$ cat src/rtl/uart_top.sv
// uart_top: 8N1 UART (no parity) with independent transmit and receive paths.
// Each path runs from its own free-running baud counter and changes state only on that counter's tick.
module uart_top #(
   parameter int clk_freq  = 1_000_000,
   parameter int baud_rate = 9600
) (
   input  logic       clk,
   input  logic       rst,
   input  logic       rx,
   input  logic [7:0] dintx,
   input  logic       newd,
   output logic       tx,
   output logic [7:0] doutrx,
   output logic       donetx,
   output logic       donerx
);

   localparam int CLKS_RAW     = clk_freq / baud_rate;
   localparam int CLKS_PER_BIT = (CLKS_RAW > 0) ? CLKS_RAW : 1;
   localparam int CNT_W        = (CLKS_PER_BIT > 1) ? $clog2(CLKS_PER_BIT) : 1;
   localparam logic [CNT_W-1:0] CNT_LAST = CNT_W'(CLKS_PER_BIT - 1);

   typedef enum logic [1:0] {TX_IDLE, TX_START, TX_DATA, TX_STOP} txState_e;
   typedef enum logic {RX_IDLE, RX_DATA} rxState_e;

   logic [CNT_W-1:0] txCnt_q;
   logic [CNT_W-1:0] rxCnt_q;
   logic             txTick;
   logic             rxTick;

   txState_e         txState_q, txState_d;
   logic [7:0]       txShreg_q, txShreg_d;
   logic [2:0]       txBitIdx_q, txBitIdx_d;

   rxState_e         rxState_q, rxState_d;
   logic [7:0]       rxShreg_q, rxShreg_d;
   logic [2:0]       rxBitCnt_q, rxBitCnt_d;
   logic [7:0]       doutrx_q, doutrx_d;
   logic             donerx_q, donerx_d;

   assign txTick = (txCnt_q == CNT_LAST);
   assign rxTick = (rxCnt_q == CNT_LAST);

   always_ff @(posedge clk or negedge rst) begin
      if (!rst) begin
         txCnt_q <= '0;
         rxCnt_q <= '0;
      end else begin
         txCnt_q <= txTick ? '0 : txCnt_q + CNT_W'(1);
         rxCnt_q <= rxTick ? '0 : rxCnt_q + CNT_W'(1);
      end
   end

   always_ff @(posedge clk or negedge rst) begin
      if (!rst) begin
         txState_q  <= TX_IDLE;
         txShreg_q  <= '0;
         txBitIdx_q <= '0;
      end else begin
         txState_q  <= txState_d;
         txShreg_q  <= txShreg_d;
         txBitIdx_q <= txBitIdx_d;
      end
   end

   // The byte is captured only at the IDLE->START tick, so later dintx changes cannot corrupt a frame.
   always_comb begin
      txState_d  = txState_q;
      txShreg_d  = txShreg_q;
      txBitIdx_d = txBitIdx_q;
      if (txTick) begin
         case (txState_q)
            TX_IDLE: begin
               if (newd) begin
                  txShreg_d = dintx;
                  txState_d = TX_START;
               end
            end
            TX_START: begin
               txBitIdx_d = '0;
               txState_d  = TX_DATA;
            end
            TX_DATA: begin
               txBitIdx_d = txBitIdx_q + 3'd1;
               if (txBitIdx_q == 3'd7) begin
                  txState_d = TX_STOP;
               end
            end
            TX_STOP: txState_d = TX_IDLE;
            default: txState_d = TX_IDLE;
         endcase
      end
   end

   always_comb begin
      tx     = 1'b1;
      donetx = 1'b0;
      case (txState_q)
         TX_START: tx = 1'b0;
         TX_DATA:  tx = txShreg_q[txBitIdx_q];
         TX_STOP:  donetx = txTick;
         default:  tx = 1'b1;
      endcase
   end

   always_ff @(posedge clk or negedge rst) begin
      if (!rst) begin
         rxState_q  <= RX_IDLE;
         rxShreg_q  <= '0;
         rxBitCnt_q <= '0;
         doutrx_q   <= '0;
         donerx_q   <= 1'b0;
      end else begin
         rxState_q  <= rxState_d;
         rxShreg_q  <= rxShreg_d;
         rxBitCnt_q <= rxBitCnt_d;
         doutrx_q   <= doutrx_d;
         donerx_q   <= donerx_d;
      end
   end

   // Stop bit is never checked: a low line at the next idle tick is simply a new start bit.
   always_comb begin
      rxState_d  = rxState_q;
      rxShreg_d  = rxShreg_q;
      rxBitCnt_d = rxBitCnt_q;
      doutrx_d   = doutrx_q;
      donerx_d   = 1'b0;
      if (rxTick) begin
         case (rxState_q)
            RX_IDLE: begin
               if (!rx) begin
                  rxBitCnt_d = '0;
                  rxState_d  = RX_DATA;
               end
            end
            RX_DATA: begin
               rxShreg_d  = {rx, rxShreg_q[7:1]};
               rxBitCnt_d = rxBitCnt_q + 3'd1;
               if (rxBitCnt_q == 3'd7) begin
                  doutrx_d  = {rx, rxShreg_q[7:1]};
                  donerx_d  = 1'b1;
                  rxState_d = RX_IDLE;
               end
            end
            default: rxState_d = RX_IDLE;
         endcase
      end
   end

   always_comb begin
      doutrx = doutrx_q;
      donerx = donerx_q;
   end

endmodule

$ cat config.mk
export PLATFORM = sky130hd
export DESIGN_NAME = uart_top
export DESIGN_NICKNAME = d
export VERILOG_FILES = /design/src/rtl/uart_top.sv
export SDC_FILE = /design/constraint.sdc
export NUM_CORES = 1
export LEC_CHECK = 0
export BUFFER_PORTS_ARGS = -buffer_cell sky130_fd_sc_hd__buf_2
export CORE_ASPECT_RATIO = 0.9
export CORE_MARGIN = 4
export CORE_UTILIZATION = 54
export CTS_BUF_LIST = sky130_fd_sc_hd__clkbuf_2 sky130_fd_sc_hd__clkbuf_4 sky130_fd_sc_hd__clkbuf_8
export DETAILED_ROUTE_END_ITERATION = 12
export PLACE_DENSITY_LB_ADDON = 0.12
export SLEW_MARGIN = 15
export SYNTH_ARGS = -nofsm -noshare
export SYNTH_HDL_FRONTEND = slang
export SYNTH_SLANG_ARGS = --single-unit
$ cat constraint.sdc
create_clock -name clk -period 1.7 [get_ports clk]
set_input_delay 0.085 -clock clk [delete_from_list [all_inputs] [get_ports clk]]
set_output_delay 0.085 -clock clk [all_outputs]
set_load 0.05 [all_outputs]
# After elaboration in Yosys (flattened, before gate mapping)
# Index checks and enable logic that the tools add are counted.
# totals
regBits,48
wordCells,52
# classes
add_sub_neg,4
order_cmp,1
n_eq_ne,10
muxes,18
n_bitwise,1
reduce_logical,8
# ops
cell,count
$add 7x1->7 const B,2
$eq 7x7->1 const B,2
$mux 7,2
$pmux 3 s2,2
$reduce_and 3->1,3
$pmux 2 s4,1
$mux 1,7
$add 3x1->3 const B,2
$eq 3x3->1 const B,2
$ne 2x2->1 const B,3
$reduce_and 2->1,3
$eq 2x2->1 const B,2
$lt 3x4->1 const B,1
$mux 2,2
$pmux 1 s2,2
$bmux 1 s3,1
$mux 3,1
$eq 2x1->1 const B,1
$logic_not 2->1,1
$reduce_bool 2->1,1
$not 1->1,1

# Depth between registers and ports, before layout
# Gate-level depths: netlist (run 1).
# logic_depth
depth_word,4
ltp_mapped,5

# Worst setup path after synthesis (run 1)
# Ideal clock, no wire load.
# synth_timing
path_kind,reg2out
start,register txBitIdx_q[0]
end,output tx
arrival_ps,1907
slack_ps,-292
path_stages_with_launch,5
path_cell_list,dfrtp_1 -> buf_2 -> mux2i_1 -> mux4_2 -> mux2i_1
# synth_between
elab_chain_cells,3
# synth_rtl
element,line_no,text
"start, declared",33,"logic [2:0] txBitIdx_q, txBitIdx_d;"
"start signal, assigned",62,txBitIdx_q <= txBitIdx_d;
$bmux 1 s3,100,TX_DATA: tx = txShreg_q[txBitIdx_q];
$mux 1 (not written as such),100,
$pmux 1 s2,98,case (txState_q)
"end, declared",12,"output logic tx,"
# No other way between the ends. The select of a mux whose other input is x is not followed.

# Worst setup path after layout (run 1)
# Same ends and word-level chain as after synthesis.

==> results.md, run 1 <==
- Most common cell in the netlist: dfrtp_1
- Crit path buf inv count: 1
- Combinational share of power: 2.2%
- Via Count: 1358
- Final max-slew violation count: 0
- Simple-gate share of the synthesized area: about 11%
- Placed Area: 2430 µm²
- Overall power: ~1.8 mW
- RSZ-0062 raised after global routing: yes
- Sequential element share of the synthesized area: around 55%
- Fin cells: 257
- Top Family by Delay on Critical Path: multiplexers
- Maxcap violations: 0
- Mux cell area share after synthesis: a little under a fifth
- Synthesized cell area: 2130 µm²
- Synth warn: 0
- Max Fclk: 0.556 GHz
- Post-Synth XOR/XNOR Area: about 2.5%
- Largest net degree at the start of global routing: 48
- Global Route Usage Sum: between 10% and 20%
- Leak Pwr: 1.32 nW
- Ys flop type: dfrtp_1
- Row Count: 21
- Distinct cell type count after synthesis: 31
- Input/output buffers: 22
- Total Wirelength: 3420 µm
- Ports: 23
- Starting Density: about 57%
- Die width: between 70 and 80 µm
- Clock power frac: a little over a third
- Die Y: just under 70 µm
- Power Internal: about 1.5 mW
- Layout cell share with drive strength beyond 1: a little over two fifths
- Crit share post-route: 106%
- Met3 WL post-DR: between 100 and 150 µm
- Violated checks: negative setup slack
- Antenna Nets Post-Route: 0
- Grt ovf: 0
- Power per Cell Area: 689 nW/µm²
- CP Launch Type: flip-flop
- Area delta synth->final: 22.1%
- First-pass GRT wire length: 5920 µm
- Switching Fraction: 19.1%
- Met2 wire length: roughly 1800 µm
- Total CTS buffers: 5
- Peak VDD IR: a little over 0.6 mV
- Sequential power share: a little over three fifths
- Yosys top cell by area: dfrtp_1
- Switching pwr: between 0.3 and 0.4 mW
- Area share of the largest cell type after synthesis: between 50% and 60%
- CP max stage delay: around 500 ps
- N_diodes: 0
- Post-synth EDFFs: 0
- Post-route cell area: ~2600 µm²
- Syn Nets: between 150 and 200
- CP max stage cell: mux4_2
- Clock sink total: 47
- WP data required: 1620 ps
- Setup Skew: between 2 and 2.5 ps
- Max-Slew Margin vs Limit: between 60 and 70%
- Number of global-route vias before repair: 1399
- Top sig layer: met4
- Placed cell count: 243
- DR pass1 iterations: 4
- Initial drt markers: 27
- Crit path kind: flip-flop to output pin
- Largest family of logic cells by synthesized area: multiplexers
- Area contributors post-synth: dfrtp_1 (55%), mux2_2 (13%), ha_1 (5.9%), mux2i_1 (3.8%), inv_1 (1.8%)
- GPL Wtd Cong: 0.825
- Clk slew on worst S/H paths: 80 ps
- Final Hold Fails: 0
- Post-DP HPWL: 2570 µm
- Crit. End Element: output pin
- Initial antenna violation count: 0
- Setup violators final: 1
- Max clock buf depth: 2
- Worst Path Max Fanout: 5
- DR WL/cell: between 10 and 15 µm
- H-tree depth: 2
- Post-synth ARST share: 100%
- Worst-margin pin slew: roughly 570 ps
- Setup Total Neg Slack: -97.2 ps
- Vias per cell: 5.28
- Die footprint: between 5000 and 6000 µm²
- Syn Inst Count: approximately 160
- CTS tree: done
- Post-synth top cells: dfrtp_1 (47), mux2_2 (25), ha_1 (10), inv_1 (10)
- Worst Hold Class: input port to flip-flop
- Clk root buf: clkbuf_8
- CP Cell Sequence: mux2i_1, mux4_2, mux2i_4, buf_6
- Synth Area in Adders: approximately 5.9%
- Setup WS pre-CTS: just over 10 ps
- Syn Area/Cell: 13.1 µm²
- Synth Area in Compound Gates: about 5.4%
- Min Clock Period, post-route: about 1800 ps
- Final WS setup: -97.2 ps
- Worst path arrival time: between 1500 and 2000 ps
- Status: finished, violations left
- FF+latch count, synth: 47
- Latest clock arrival within the worst-skew pair: about 280 ps
- Wl on met1: 1490 µm
- # DRC: 0
- Core area: 3760 µm²
- Final #Nets: ~230
cells by family (layout without fill, tap and decap cells):
group,Yosys count,in the layout
flip-flops,47,47
AND/OR/NAND/NOR,39,39
multiplexers,34,34
AO/OA/AOI/OAI,16,16
buffers and inverters,11,59
adder cells (fa/ha/maj),10,10
XOR/XNOR,6,6
power groups by stage:
stage               Clock [mW]  Combinational (mW)  Sequential [mW]
floorplan                    0             0.00259             1.14
CTS                      0.673              0.0413             1.12
global route             0.715              0.0453             1.12
global placement             0              0.0377             1.14
detailed placement           0              0.0396             1.14
finish                   0.635              0.0392             1.12
area by class of cell:
cell class | count | area, µm²
Inverter | 10 | 37.5
Sequential cell | 47 | 1180
Tap cell | 46 | 57.6
Clock inverter | 1 | 5.00
Clock buffer | 6 | 82.6
Timing Repair Buffer | 42 | 300
Multi-Input combinational cell | 105 | 943
Fill cell | 293 | 1150
final timing paths:
check                                    from  slack [ps]            end  depth (start not counted)
worst max-delay path            txBitIdx_q[0]        -100             tx                          4
worst min-delay path                 dintx[2]          30   txShreg_q[2]                          2
worst max register to register     txCnt_q[3]          50   txShreg_q[0]                          4
worst min register to register     rxCnt_q[0]         480     rxCnt_q[0]                          1
max in group asynchronous                 rst         870  txBitIdx_q[0]                          3
min in group asynchronous                 rst         430   txShreg_q[7]                          3
repair_timing:
action | CTS | global route
endpoints found under the setup margin | 3 | 13
hold buffers | 1 | 0
gates cloned | 0 | 0
resized for setup | 6 | 6
hold endpoints to repair | 47 | 0
setup buffers | 3 | 3
state kept, by name, summed over array words and instances, names as in the netlist:
| register | cells |
|---|---|
| donerx | 1 |
| doutrx | 8 |
| rxBitCnt_q | 3 |
| rxCnt_q | 7 |
| rxShreg_q | 7 |
| rxState_q | 1 |
| txBitIdx_q | 3 |
| txCnt_q | 7 |
| txShreg_q | 8 |
| txState_q | 2 |
routing by layer:
metal | GRT usage [%] | vias up
met5 | 0 | -
met4 | 3.33 | 0
met3 | 4.32 | 2
met2 | 28.0 | 15
met1 | 18.0 | 673
li1 | - | 668
metrics by stage:
step           hold WS [ps]  util, %
2_1_floorplan          -211        -
3_3_place_gp            200     64.7
3_5_place_dp            214     64.7
4_1_cts                19.9     68.4
5_1_grt                18.4     69.3
6_report               31.8     69.3
cells in the final DEF, fill, tap and decap left out, types with 2 or more instances in the layout:
master    synthesis  layout
dfrtp_1          47      46
mux2_2           25      25
buf_2             1      20
buf_4             0      17
inv_1            10       8
ha_1             10       8
mux2i_1           8       7
nor2_1            8       7
nand2_1           6       6
clkbuf_8          0       6
nand3_1           7       5
o21ai_0           5       5
nand2b_1          4       4
a21oi_1           3       3
xnor2_1           3       3
xor2_1            3       3
nor2b_1           3       3
or3_1             2       2
nand3_2           0       2
or3b_4            2       2
inv_2             0       2
and3_1            2       2
nor3_4            2       2
ha_2              0       2
buf_6             0       2
buf_12            0       2
No activity file was read; power rests on OpenSTA's default activity.
==> inputs of run 2 (changes only) <==
--- a/config.mk
+++ b/config.mk
@@ -7,7 +7,7 @@
 export LEC_CHECK = 0
 export BUFFER_PORTS_ARGS = -buffer_cell sky130_fd_sc_hd__buf_2
 export CORE_ASPECT_RATIO = 0.9
-export CORE_MARGIN = 4
+export CORE_MARGIN = 2
 export CORE_UTILIZATION = 54
 export CTS_BUF_LIST = sky130_fd_sc_hd__clkbuf_2 sky130_fd_sc_hd__clkbuf_4 sky130_fd_sc_hd__clkbuf_8
 export DETAILED_ROUTE_END_ITERATION = 12
==> constraint.sdc (replaced) <==
create_clock -name clk -period 1.7 [get_ports clk]
set_input_delay 0.085 -clock clk [delete_from_list [all_inputs] [get_ports clk]]
set_output_delay 0.085 -clock clk [all_outputs]
set_load 0.1 [all_outputs]
==> run 2 against run 1 <==
Against the previous run:
- the run still ends with negative setup slack left
- critical path depth unchanged
- critical path type unchanged
- count of clock-buffer cells in the layout unchanged
- highest routed layer unchanged
- non-clock buffer count down 1
- cell count unchanged
- register-to-register slack better by 20 ps
==> results.md, run 2 (synthesized netlist as in run 1, its figures left out) <==
- Status: finished, violations left
- Violated checks: negative setup slack
- CTS tree: done
- Layout cell share with drive strength beyond 1: a little over two fifths
- Crit share post-route: 110%
- Worst r2r src: txState_q[1]
- Setup violators final: 1
- Critical path startpoint: txBitIdx_q[0]
- Via Count: approximately 1400
- Row Count: 21
- Area delta synth->final: 25.5%
- Die footprint: 4470 µm²
- FF-to-FF path depth: 5
- Clock sink total: 47
- Core area: 3760 µm²
- Antenna Nets Post-Route: 0
- Clk root buf: clkbuf_8
- Max clock buf depth: 2
- Final max-slew violation count: 0
- Most frequent cells in the layout: dfrtp_1 (46), mux2_2 (25), buf_2 (20), buf_4 (15), inv_1 (9)
- Worst Hold Class: input port to flip-flop
- Commonest non-fill, non-tap cell in the layout: dfrtp_1
- Reg-to-reg endpoint: txBitIdx_q[0]
- Global Route Usage Sum: between 10% and 20%
- GPL Wtd Cong: 0.702
- Fin cells: between 200 and 300
- Ports: 23
- Worst path arrival time: between 1500 and 2000 ps
- Crit path kind: flip-flop to output pin
- Crit. End Element: output pin
- Maxcap violations: 0
- Total Wirelength: approximately 3700 µm
- Input/output buffers: 22
- RSZ-0062 raised after global routing: yes
- Setup Skew: slightly below 10 ps
- Initial antenna violation count: 0
- Final #Nets: 232
- Number of global-route vias before repair: about 1500
- Starting Density: a little under three fifths
- Grt ovf: 0
- H-tree depth: 2
- R2r setup slk: 70 ps
- Max-Slew Margin vs Limit: between 60% and 70%
- Placed cell count: approximately 240
- Latest clock arrival within the worst-skew pair: 300 ps
- # DRC: 0
- First-pass GRT wire length: approximately 6600 µm
- CP Launch Type: flip-flop
- Worst Path Max Fanout: 5
- N_diodes: 0
- DR pass1 iterations: 4
- Post-DP HPWL: 2760 µm
- Power per Cell Area: 745 nW/µm²
- Vias per cell: 5.38
- Clk slew on worst S/H paths: around 90 ps
- Largest net degree at the start of global routing: 21
- Initial drt markers: 32
- DR WL/cell: about 15 µm
- Peak VDD IR: about 0.59 mV
- Min Clock Period, post-route: ~1900 ps
- # fillers: about 260
- Die width: 70.2 µm
- Worst-margin pin slew: 490 ps
- WP data required: 1620 ps
- Total CTS buffers: 5
- Critical Path End: tx
- Hold_ws: ~14 ps
- Leak Pwr: 1.34 nW
- Final WS setup: -163 ps
- Die Y: ~64 µm
- Final Hold Fails: 0
- Final Core Density: between 70% and 80%
- Max Fclk: around 0.54 GHz
[run 2: worst max-delay path, cell delays in order, from the launching register on]
cell and delay [ps]:
dfrtp_2 470, mux2i_1 130, mux4_2 510, mux2i_4 180, buf_12 190
[run 2: through the flow]
step / cell area (µm²) / power, mW / setup TNS, ps / setup WS [ps]
2_1_floorplan: 2150 / 1.14 / -118 / -118
3_3_place_gp: 2460 / 1.18 / 0 / 35.1
3_5_place_dp: 2460 / 1.18 / -135 / -27.2
4_1_cts: 2650 / 2.01 / -176 / -176
5_1_grt: 2680 / 2.06 / -296 / -221
6_report: 2680 / 1.99 / -163 / -163
[run 2: per-layer routing]
layer  global-route usage, %  part of all wire [%]  vias up
met1                    23.3                    43      688
met3                    4.16                   3.0        8
met4                    7.21                   1.9        0
li1                        -                     -      666
met2                    32.7                    52       21
met5                       0                     0        -
[run 2: worst min path at each step]
stage / from / endpoint / slack [ps] / cells past startpoint
after global placement: rst / txShreg_q[6] / 50 / 1
final: dintx[4] / txShreg_q[4] / 10 / 2
after global routing: dintx[7] / txShreg_q[7] / 10 / 2
after detailed placement: rst / txShreg_q[6] / 50 / 1
after CTS: dintx[5] / txShreg_q[5] / 10 / 2
after floorplan: rst / donerx / -210 / 0
[run 2: where the power goes]
| part | switching (mW) | internal [mW] |
|---|---|---|
| clock network | 0.357 | 0.476 |
| registers | 0.000891 | 1.12 |
| logic | 0.0263 | 0.0147 |
| total | 0.384 | 1.61 |
[run 2: what timing repair did]
action,in CTS,in global routing
pin swaps,1,2
buffers inserted,4,0
endpoints found under the setup margin,10,20
gates resized for setup,6,7
endpoints found under the hold margin,18,0
hold buffers,1,0
[run 2: cell type report]
| class | count | area (µm²) | area share (%) |
|---|---|---|---|
| flip-flops and latches | 47 | 1180 | 44.0 |
| multi-input cells | 105 | 971 | 36.3 |
| repair buffers | 41 | 314 | 11.7 |
| clock buffers | 6 | 82.6 | 3.09 |
| well taps | 46 | 57.6 | 2.15 |
| inverters | 10 | 37.5 | 1.40 |
| clock inverters | 2 | 35.0 | 1.31 |
